==> src/rtl/huffman_bit_packer.sv <==
// Packs variable-length Huffman codes MSB-first into OUT_W-bit words with valid/ready.
// End of frame pads with 1-bits to a byte boundary and emits a tagged final partial word.
module huffman_bit_packer #(
  parameter int OUT_W   = 64,
  parameter int MAX_LEN = 32,
  parameter int LEN_W   = $clog2(MAX_LEN + 1)
) (
  input  logic               clk,
  input  logic               rst_n,
  input  logic [MAX_LEN-1:0] in_code,
  input  logic [LEN_W-1:0]   in_len,
  input  logic               in_flush,
  input  logic               in_valid,
  output logic               in_ready,
  output logic [OUT_W-1:0]   out_data,
  output logic [3:0]         out_bytes,
  output logic               out_last,
  output logic               out_valid,
  input  logic               out_ready
);

  localparam int BUF_W  = OUT_W + MAX_LEN;
  localparam int FILL_W = $clog2(BUF_W + 1);

  typedef enum logic [1:0] {RUN, PAD, DRAIN} state_t;

  state_t              state, state_next;
  logic [BUF_W-1:0]    bit_buf;
  logic [FILL_W-1:0]   fill;
  logic [FILL_W-1:0]   fill_padded;
  logic [FILL_W:0]     shamt;
  logic [LEN_W-1:0]    len_eff;
  logic [MAX_LEN-1:0]  code_masked;
  logic [BUF_W-1:0]    code_shifted;
  logic                out_free, word_ready, accept;
  logic                load_word, do_pad, do_drain;

  assign out_free   = !out_valid || out_ready;
  assign word_ready = fill >= FILL_W'(OUT_W);
  assign in_ready   = (state == RUN) && !word_ready;
  assign accept     = in_valid && in_ready;

  // Buffer is left-aligned with zeros below fill, so a new code is ORed in just under the valid bits.
  always_comb begin
    len_eff      = (in_len > LEN_W'(MAX_LEN)) ? LEN_W'(MAX_LEN) : in_len;
    code_masked  = in_code & ({MAX_LEN{1'b1}} >> (LEN_W'(MAX_LEN) - len_eff));
    shamt        = (FILL_W+1)'(BUF_W) - (FILL_W+1)'(fill) - (FILL_W+1)'(len_eff);
    code_shifted = BUF_W'(code_masked) << shamt;
    fill_padded  = (fill + FILL_W'(7)) & ~FILL_W'(7);
  end

  always_ff @(posedge clk or negedge rst_n) begin
    if (!rst_n) state <= RUN;
    else        state <= state_next;
  end

  always_comb begin
    state_next = state;
    load_word  = 1'b0;
    do_pad     = 1'b0;
    do_drain   = 1'b0;
    case (state)
      RUN: begin
        load_word = word_ready && out_free;
        if (accept && in_flush) state_next = PAD;
      end
      PAD: begin
        if (word_ready) begin
          load_word = out_free;
        end else begin
          do_pad     = 1'b1;
          state_next = DRAIN;
        end
      end
      DRAIN: begin
        if (out_free) begin
          do_drain   = 1'b1;
          state_next = RUN;
        end
      end
      default: state_next = RUN;
    endcase
  end

  // Padding fills everything below fill with ones, so DRAIN can emit the top word directly.
  always_ff @(posedge clk or negedge rst_n) begin
    if (!rst_n) begin
      bit_buf   <= '0;
      fill      <= '0;
      out_data  <= '0;
      out_bytes <= '0;
      out_last  <= 1'b0;
      out_valid <= 1'b0;
    end else if (load_word) begin
      out_data  <= bit_buf[BUF_W-1 -: OUT_W];
      out_bytes <= 4'(OUT_W / 8);
      out_last  <= 1'b0;
      out_valid <= 1'b1;
      bit_buf   <= bit_buf << OUT_W;
      fill      <= fill - FILL_W'(OUT_W);
    end else if (do_drain) begin
      out_data  <= bit_buf[BUF_W-1 -: OUT_W];
      out_bytes <= 4'(fill >> 3);
      out_last  <= 1'b1;
      out_valid <= 1'b1;
      bit_buf   <= '0;
      fill      <= '0;
    end else begin
      if (out_ready) out_valid <= 1'b0;
      if (accept) begin
        bit_buf <= bit_buf | code_shifted;
        fill    <= fill + FILL_W'(len_eff);
      end else if (do_pad) begin
        bit_buf <= bit_buf | ({BUF_W{1'b1}} >> fill);
        fill    <= fill_padded;
      end
    end
  end

endmodule

==> config.mk <==
export PLATFORM = sky130hd
export DESIGN_NAME = huffman_bit_packer
export DESIGN_NICKNAME = d
export VERILOG_FILES = /design/src/rtl/huffman_bit_packer.sv
export SDC_FILE = /design/constraint.sdc
export NUM_CORES = 1
export LEC_CHECK = 0
export BUFFER_PORTS_ARGS = -buffer_cell sky130_fd_sc_hd__buf_4
export CAP_MARGIN = 20
export CELL_PAD_IN_SITES_DETAIL_PLACEMENT = 1
export CELL_PAD_IN_SITES_GLOBAL_PLACEMENT = 1
export CORE_MARGIN = 2
export CORE_UTILIZATION = 35
export DETAILED_ROUTE_END_ITERATION = 8
export PLACE_DENSITY_LB_ADDON = 0.05
export SKIP_CTS_REPAIR_TIMING = 1
export SYNTH_ARGS = -nofsm -noshare
export SYNTH_HDL_FRONTEND = slang
export SYNTH_SLANG_ARGS = --single-unit
==> constraint.sdc <==
create_clock -name clk -period 4.1 [get_ports clk]
set_input_delay 0.41 -clock clk [delete_from_list [all_inputs] [get_ports clk]]
set_output_delay 0.41 -clock clk [all_outputs]
set_load 0.05 [all_outputs]
; Word-level counts from Yosys, hierarchy flattened
; Index checks and enable logic that the tools add are counted.
[totals]
register_bits = 175
elab_cells = 66
[op_classes]
bitwise_logic = 3
shift = 3
eq_ne = 5
magnitude_cmp = 2
muxes = 28
n_addsub = 6
n_reduce_logical = 12
[op_table]
columns = cell, count
row1 = $mux 96, 4
row2 = $or 96x96->96, 2
row3 = $mux 64, 2
row4 = $shl 32x8->96, 1
row5 = $shr 96x7->96 const A, 1
row6 = $and 32x32->32, 1
row7 = $shr 32x6->32 const A, 1
row8 = $mux 7, 4
row9 = $mux 1, 10
row10 = $mux 4, 2
row11 = $sub 7x7->8 const A, 1
row12 = $sub 8x6->8, 1
row13 = $add 7x3->7 const B, 1
row14 = $add 7x6->7, 1
row15 = $ge 7x7->1 const B, 1
row16 = $sub 7x7->7 const B, 1
row17 = $gt 6x6->1 const B, 1
row18 = $mux 2, 3
row19 = $mux 6, 1
row20 = $pmux 2 s3, 1
row21 = $sub 6x6->6 const A, 1
row22 = $logic_and 1x1->1, 4
row23 = $ne 2x2->1 const B, 2
row24 = $reduce_bool 4->1, 1
row25 = 10 further kinds, 11

; Depth between registers and ports, before layout
; Gate-level depths: netlist (run 1).
[depth]
word_depth = 10
ltp_mapped = 18
mapped_depth_nobuf = 16

; Worst setup path before layout (run 1)
; No wires, ideal clock.
[synth_timing]
path_kind = in2reg
startpoint = in in_len[5]
endpoint = reg bit_buf[46]
path_slack_ns = 0.287
path_stages = 16
required_ns = 3.964
arrival_time_ns = 3.677
cell_sequence = buf_2 -> inv_1 -> nand2_1 -> inv_1 -> ha_1 -> inv_1 -> ha_1 -> fa_1 -> xor2_1 -> clkbuf_1 -> buf_1 -> nor2_1 -> a2111oi_0 -> nor2_1 -> a31oi_1 -> nor3_1
[synth_via]
elab_chain_cells = 10
[synth_lines]
columns = element, line
row1 = start: declaration, 11  ; input logic [LEN_W-1:0] in_len,
row2 = $gt 6x6->1, 45  ; len_eff = (in_len > LEN_W'(MAX_LEN)) ? LEN_W'(MAX_LEN) : in_len;
row3 = $mux 6 (*), 45
row4 = $sub 6x6->6, 46  ; code_masked = in_code & ({MAX_LEN{1'b1}} >> (LEN_W'(MAX_LEN) - len_eff));
row5 = $shr 32x6->32, 46
row6 = $and 32x32->32, 46
row7 = $shl 32x8->96 (*), 48  ; code_shifted = BUF_W'(code_masked) << shamt;
row8 = $or 96x96->96 (*), 111  ; bit_buf <= bit_buf | code_shifted;
row9 = $mux 96 (*), 110  ; if (accept) begin
row10 = $mux 96 (*), 101  ; end else if (do_drain) begin
row11 = $mux 96 (*), 94  ; end else if (load_word) begin
row12 = end signal: assignment, 99  ; bit_buf <= bit_buf << OUT_W;
row13 = end signal: assignment, 111
row14 = end signal: assignment, 114  ; bit_buf <= bit_buf | ({BUF_W{1'b1}} >> fill);
row15 = end: declaration, 28  ; logic [BUF_W-1:0] bit_buf;
; Every way passes the cells marked *; elsewhere a longest branch is shown, timed or not.
; A chain may end at the register's enable or synchronous reset.

; Worst setup path after layout (run 1)
[layout_timing]
startpoint = in in_len[5]
endpoint = reg bit_buf[24]
; Same word-level chain as after synthesis.

==> results.sh, run 1 <==
export IMPL_status="finished, final reports clean"
export IMPL_ys_types=100
export IMPL_avgSynthCellArea_um2=7.84
export IMPL_setup_violations=0
export IMPL_period_share_pct=93.3
export IMPL_cts_sinks=175
export IMPL_core_area_um2=36300
export IMPL_root_buffer="clkbuf_16"
export IMPL_drive_gt1_share_pct=22.9
export IMPL_end_kind="flop"
export IMPL_hpwl_um=52300
export IMPL_dp_cells=2307
export IMPL_clk_pin_slew_ns=0.07
export IMPL_grt_met2_usage_pct=55.9
export IMPL_relSlewSlack_pct=23.0
export IMPL_antenna_found_initial=0
export IMPL_grt_use_total_pct=35.8
export IMPL_required_ns=4.49
export IMPL_totalWireLength_um=67900
export IMPL_tightest_slew_ns=1.15
export IMPL_clkLatencyLatePin_ns=0.47
export IMPL_crit_chain="buf_4 -> inv_1 -> nand2_1 -> ha_1 -> buf_4 -> nor4bb_1 -> o21ai_0 -> o21ai_0 -> o211ai_1 -> a311oi_1 -> mux4_2 -> mux2i_1 -> buf_4 -> o22ai_1"
export IMPL_netlist_area_um2=12800
export IMPL_start_util_pct=35.2
export IMPL_ios=114
export IMPL_top_usage_layer="met2"
export IMPL_via_count=14959
export IMPL_htreeDepth=4
export IMPL_ctsLongestPathBuffers=2
export IMPL_synthFlopType="dfrtp_1"
export IMPL_ys_seq_area_share_pct=34.2
export IMPL_post_route_drc_count=0
export IMPL_num_rows=70
export IMPL_crit_arrival_ns=4.21
export IMPL_fin_skew_ns=0.0121
export IMPL_max_stage_delay_ns=0.85
export IMPL_synth_cells=1634
export IMPL_grt_pass1_wl_um=101000
export IMPL_ys_ff_latch=175
export IMPL_criticalPathCategory="in2reg"
export IMPL_nFillCells=4443
export IMPL_drv_slew=0
export IMPL_dieArea_um2=38100
export IMPL_drt_pass1_iter_count=6
export IMPL_grt_pass1_vias=15041
export IMPL_fmaxAchievable_ghz=0.262
export IMPL_synth_top_cell_by_area="dfrtp_1"
export IMPL_cts_tree="done"
export IMPL_synth_warnings=0
export IMPL_rsz0062_at_grt="no"
export IMPL_hold_violations=0
export IMPL_cp_max_fo=11
export IMPL_io_buffer_count=113
export IMPL_hp_class="in2async"
export IMPL_place_gp_congestion=1.01
export IMPL_postSynth_asyncResetShare_pct=100
export IMPL_grt_max_degree=91
export IMPL_fin_util_pct=44.5
export IMPL_instances_no_fill=2340
export IMPL_fin_crit_ns=3.82
export IMPL_cap_violations=0
export IMPL_wl_per_cell_um=29.0
export IMPL_cts_buffers=17
export IMPL_synth_nets=1700
export IMPL_fin_nets=1925
export IMPL_syn2layout_area_growth_pct=26.4
export IMPL_cp_start_kind="input pin"
export IMPL_use_met1_pct=48.5
export IMPL_routed_via_density=6.39
export IMPL_synth_area_leaders="dfrtp_1 (34%), nand2_1 (9.1%), o21ai_0 (5.7%), a21oi_1 (4.4%), nor2_1 (4.1%)"
export IMPL_die_h_um=195
export IMPL_synth_top_area_share_pct=34.2
export IMPL_drt_iter0_drc=1438
export IMPL_crit_path_top_delay_cell="a311oi_1"
export IMPL_overflow=0
export IMPL_grtUsageMet3_pct=7.05
export IMPL_die_w_um=195
export IMPL_cp_common_cell="buf_4"
export IMPL_synth_edf_count=0
export IMPL_n_antenna_cell=0
export IMPL_ant_nets=0
==> final cells by class <==
class | count | area [µm²] | share of cell area, %
tap | 468 | 586 | 3.62
timing repair buffer | 330 | 2610 | 16.1
inverter | 28 | 105 | 0.650
multi-input combinational | 1307 | 7910 | 48.9
clock buffer | 17 | 425 | 2.63
sequential | 175 | 4380 | 27.1
clock inverter | 15 | 171 | 1.06
==> Yosys cell counts (12+ instances only) <==
library cell and instances:
and2_1 16, o22ai_1 21, nand2_1 311, nor3_1 36, inv_1 24, a21oi_1 113
nor2_1 141, a31oi_1 43, ha_1 20, clkbuf_1 101, and3_1 12, a22oi_1 20
o21ai_0 146, a22o_1 13, buf_1 15, nand3_1 37, mux2i_1 18, a221oi_1 32
dfrtp_1 175, a211oi_1 34, o211ai_1 14, a21o_1 12, nand2b_1 12
==> critical path: cells and delay by family <==
kind,cells,cell delay [ns]
buf+inv,4,0.59
mux,2,0.76
compound gates,5,1.63
fa+ha+maj,1,0.31
simple gates,2,0.52
==> cells by family (layout without fill, tap and decap cells) <==
kind of cell             after synthesis  after routing  share of synthesized area (%)
flip-flops                           175            175                           34.2
multiplexers                          32             32                           3.17
AO/OA/AOI/OAI                        598            598                           31.9
AND/OR/NAND/NOR                      641            641                           22.6
buffers and inverters                152            390                           4.70
adder cells (fa/ha/maj)               23             23                           2.42
XOR/XNOR                              13             13                          0.948
==> placed cells by master, fill, tap and decap left out, types with 11 or more instances in the layout <==
cell / synthesis / routed
buf_4: 1 / 318
nand2_1: 311 / 311
dfrtp_1: 175 / 175
o21ai_0: 146 / 146
nor2_1: 141 / 139
a21oi_1: 113 / 112
a31oi_1: 43 / 43
nand3_1: 37 / 37
nor3_1: 36 / 35
a211oi_1: 34 / 34
a221oi_1: 32 / 32
inv_1: 24 / 24
o22ai_1: 21 / 21
a22oi_1: 20 / 20
ha_1: 20 / 20
mux2i_1: 18 / 18
clkbuf_16: 0 / 17
and2_1: 16 / 16
o211ai_1: 14 / 14
a22o_1: 13 / 13
nand2b_1: 12 / 12
a21o_1: 12 / 12
and3_1: 12 / 12
nor2b_1: 11 / 11
a2111oi_0: 11 / 11
==> registers in the layout, summed over array words and instances (netlist names) <==
register and count:
out_last 1, out_valid 1, bit_buf 96, fill 7, out_bytes 4, out_data 64, state 2
==> path summary, 6_finish.rpt <==
path                              startpoint           end  slack [ns]  depth (start not counted)
worst min-delay path                   rst_n  out_bytes[0]        0.02                          1
worst max-delay path               in_len[5]   bit_buf[24]        0.28                         14
worst min register to register  out_data[60]  out_data[60]        0.46                          2
max in group asynchronous              rst_n  out_data[44]        3.12                          2
min in group clk                   out_ready     out_valid        0.24                          3
worst max register to register       fill[1]   bit_buf[16]        0.30                         13
==> metal layers <==
| metal | wire [µm] | share of wire, % | vias to the layer above |
|---|---|---|---|
| li1 | - | - | 6525 |
| met1 | 29300 | 43 | 7541 |
| met2 | 30300 | 45 | 733 |
| met3 | 5230 | 7.7 | 160 |
| met4 | 3050 | 4.5 | 0 |
| met5 | 0 | 0 | - |
==> per-stage QoR <==
| step | TNS (ns) | hold slack [ns] | worst slack (ns) | area (µm²) |
|---|---|---|---|---|
| floorplan | 0 | 0.114 | 0.287 | 12800 |
| global placement | 0 | 0.451 | 0.0297 | 15600 |
| detailed placement | -0.203 | 0.457 | -0.0575 | 15600 |
| CTS | 0 | 0.0441 | 0.356 | 16200 |
| global route | 0 | 0.0626 | 0.0478 | 16200 |
| finish | 0 | 0.0199 | 0.276 | 16200 |
Power of run 1 is left out: the tool's default activity adds up to more than one toggle a clock period on the data nets, which glitch-free logic cannot reach.
==> run 2, diff against run 1 <==
--- a/config.mk
+++ b/config.mk
@@ -5,8 +5,8 @@
 export SDC_FILE = /design/constraint.sdc
 export NUM_CORES = 1
 export LEC_CHECK = 0
+export ABC_AREA = 1
 export BUFFER_PORTS_ARGS = -buffer_cell sky130_fd_sc_hd__buf_4
-export CAP_MARGIN = 20
 export CELL_PAD_IN_SITES_DETAIL_PLACEMENT = 1
 export CELL_PAD_IN_SITES_GLOBAL_PLACEMENT = 1
 export CORE_MARGIN = 2
==> results.sh, run 2 <==
export IMPL_drv_slew=0
export IMPL_period_share_pct=86.6
export IMPL_end_kind="flop"
export IMPL_wl_per_cell_um=23.5
export IMPL_cp_max_fo=18
export IMPL_ys_ff_latch=175
export IMPL_nFillCells=4622
export IMPL_synth_most_common_cell="nand2_1"
export IMPL_num_rows=69
export IMPL_netlist_area_um2=12500
export IMPL_fin_setup_tns_ns=0
export IMPL_via_count=14081
export IMPL_grt_max_degree=118
export IMPL_grt_pass1_vias=14062
export IMPL_die_w_um=193
export IMPL_grt_met2_usage_pct=50.2
export IMPL_hpwl_um=44400
export IMPL_synth_top_cell_by_area="dfrtp_1"
export IMPL_ys_top_cells_by_count="nand2_1 (540), nand3_1 (329), dfrtp_1 (175), inv_1 (154), o21ai_0 (143)"
export IMPL_htreeDepth=4
export IMPL_drt_iter0_drc=1192
export IMPL_n_antenna_cell=0
export IMPL_grtUsageMet3_pct=4.72
export IMPL_top_regs="bit_buf: 96 flops, out_data: 64 flops, fill: 7 flops"
export IMPL_rsz0062_at_grt="no"
export IMPL_clkLatencyLatePin_ns=0.47
export IMPL_root_buffer="clkbuf_16"
export IMPL_synth_nets=1987
export IMPL_tightest_slew_ns=1.08
export IMPL_drt_pass1_iter_count=5
export IMPL_grt_use_total_pct=31.7
export IMPL_ys_types=45
export IMPL_clk_pin_slew_ns=0.08
export IMPL_fin_skew_ns=0.0137
export IMPL_synth_cells=1921
export IMPL_synth_area_leaders="dfrtp_1 (35%), nand2_1 (16%), nand3_1 (13%), o21ai_0 (5.7%), a21oi_1 (4.9%)"
export IMPL_crit_arrival_ns=3.95
export IMPL_postSynth_asyncResetShare_pct=100
export IMPL_largest_reg_flops=96
export IMPL_top_usage_layer="met2"
export IMPL_cp_start_kind="flop"
export IMPL_ant_nets=0
export IMPL_ctsLongestPathBuffers=2
export IMPL_final_cell_mix="nand2_1 (539), nand3_1 (329), dfrtp_1 (175)"
export IMPL_syn2layout_area_growth_pct=17.1
export IMPL_required_ns=4.51
export IMPL_grt_pass1_wl_um=87700
export IMPL_cap_violations=0
export IMPL_hold_violations=0
export IMPL_status="finished, final reports clean"
export IMPL_io_buffer_count=113
export IMPL_routed_via_density=5.70
export IMPL_hp_class="in2reg"
export IMPL_die_h_um=193
export IMPL_synth_warnings=0
export IMPL_cts_buffers=17
export IMPL_ys_seq_area_share_pct=35.0
export IMPL_drive_gt1_share_pct=12.2
export IMPL_cts_sinks=175
export IMPL_overflow=0
export IMPL_final_common_cell="nand2_1"
export IMPL_core_area_um2=35400
export IMPL_synth_edf_count=0
export IMPL_fin_crit_ns=3.55
export IMPL_ios=114
export IMPL_fmaxAchievable_ghz=0.282
export IMPL_totalWireLength_um=57900
export IMPL_fin_nets=2061
export IMPL_place_gp_congestion=1.02
export IMPL_top_register="bit_buf"
export IMPL_setup_violations=0
export IMPL_criticalPathCategory="reg2reg"
export IMPL_synthFlopType="dfrtp_1"
export IMPL_final_area_um2=14700
export IMPL_post_route_drc_count=0
export IMPL_avgSynthCellArea_um2=6.52
export IMPL_dieArea_um2=37300
export IMPL_start_util_pct=35.4
export IMPL_relSlewSlack_pct=28.2
export IMPL_hold_ws_ns=0.170
export IMPL_place_area_um2=14100
export IMPL_antenna_found_initial=2
export IMPL_cts_tree="done"
export IMPL_use_met1_pct=43.4
export IMPL_synth_top_area_share_pct=35.0
==> run 2: changes by cell type after synthesis, moves of 15 or more <==
cell      before  now
a211oi_1      34    1
a221oi_1      32    0
a31oi_1       43    9
buf_2          4   22
clkbuf_1     101   80
inv_1         24  154
mux2i_1       18    0
nand2_1      311  540
nand3_1       37  329
nand4_1        9   32
nor2_1       141  117
nor3_1        36   21
o21ai_1        3   20
o22ai_1       21    3
==> run 2: path summary, 6_finish.rpt <==
path / startpoint / end / slack, ns / depth (start not counted)
worst max-delay path: fill[1] / bit_buf[74] / 0.55 / 19
worst min-delay path: in_flush / state[0] / 0.17 / 3
worst max register to register: fill[1] / bit_buf[74] / 0.55 / 19
worst min register to register: out_data[27] / out_data[27] / 0.48 / 2
max in group asynchronous: rst_n / bit_buf[27] / 2.64 / 3
min in group asynchronous: rst_n / out_data[15] / 0.48 / 2
==> run 2: stage by stage <==
stage	cells	setup slack (ns)	utilization, %
floorplan	1921	0.547	-
global placement	2436	0.147	39.7
detailed placement	2436	0.117	39.7
CTS	2468	0.556	41.4
global route	2469	0.278	41.4
finish	2469	0.551	41.4
==> run 2: kinds of logic after synthesis <==
logic type / count (synthesis) / share of synthesized area (%)
and+or+nand+nor: 1060 / 36.7
AOI/OAI and AO/OA: 371 / 16.5
buffers and inverters: 288 / 8.97
DFF: 175 / 35.0
adders and majority gates: 23 / 2.48
xor gates and xnor gates: 4 / 0.400
==> run 2: layer usage <==
metal | vias to the layer above | part of all wire (%)
met3 | 100 | 5.8
li1 | 6565 | -
met2 | 494 | 45
met4 | 2 | 3.8
met5 | - | 0.022
met1 | 6920 | 45
==> run 2: final cells by class <==
| cell class | count | area [µm²] | share of cell area, % |
|---|---|---|---|
| multi-input cells | 1458 | 7050 | 48.1 |
| well taps | 461 | 577 | 3.93 |
| flip-flops and latches | 175 | 4380 | 29.9 |
| clock inverters | 13 | 148 | 1.01 |
| inverters | 165 | 621 | 4.23 |
| repair buffers | 178 | 1430 | 9.75 |
| clock buffers | 19 | 453 | 3.09 |
==> run 2: critical path, cell delays in order (launching register included) <==
cell and delay (ns):
dfrtp_1 0.39, ha_1 0.30, inv_1 0.05, ha_1 0.20, fa_1 0.46, a21o_1 0.19, a21oi_1 0.16, nor2_1 0.07
inv_1 0.05, nand2_1 0.10, nor2_1 0.17, inv_1 0.07, nor2_1 0.31, buf_4 0.31, nand3_1 0.17, nand2_1 0.11
o21ai_1 0.15, nand2_1 0.09, nand2_1 0.05, nand2_1 0.07
Power of run 2 is left out for the same reason.
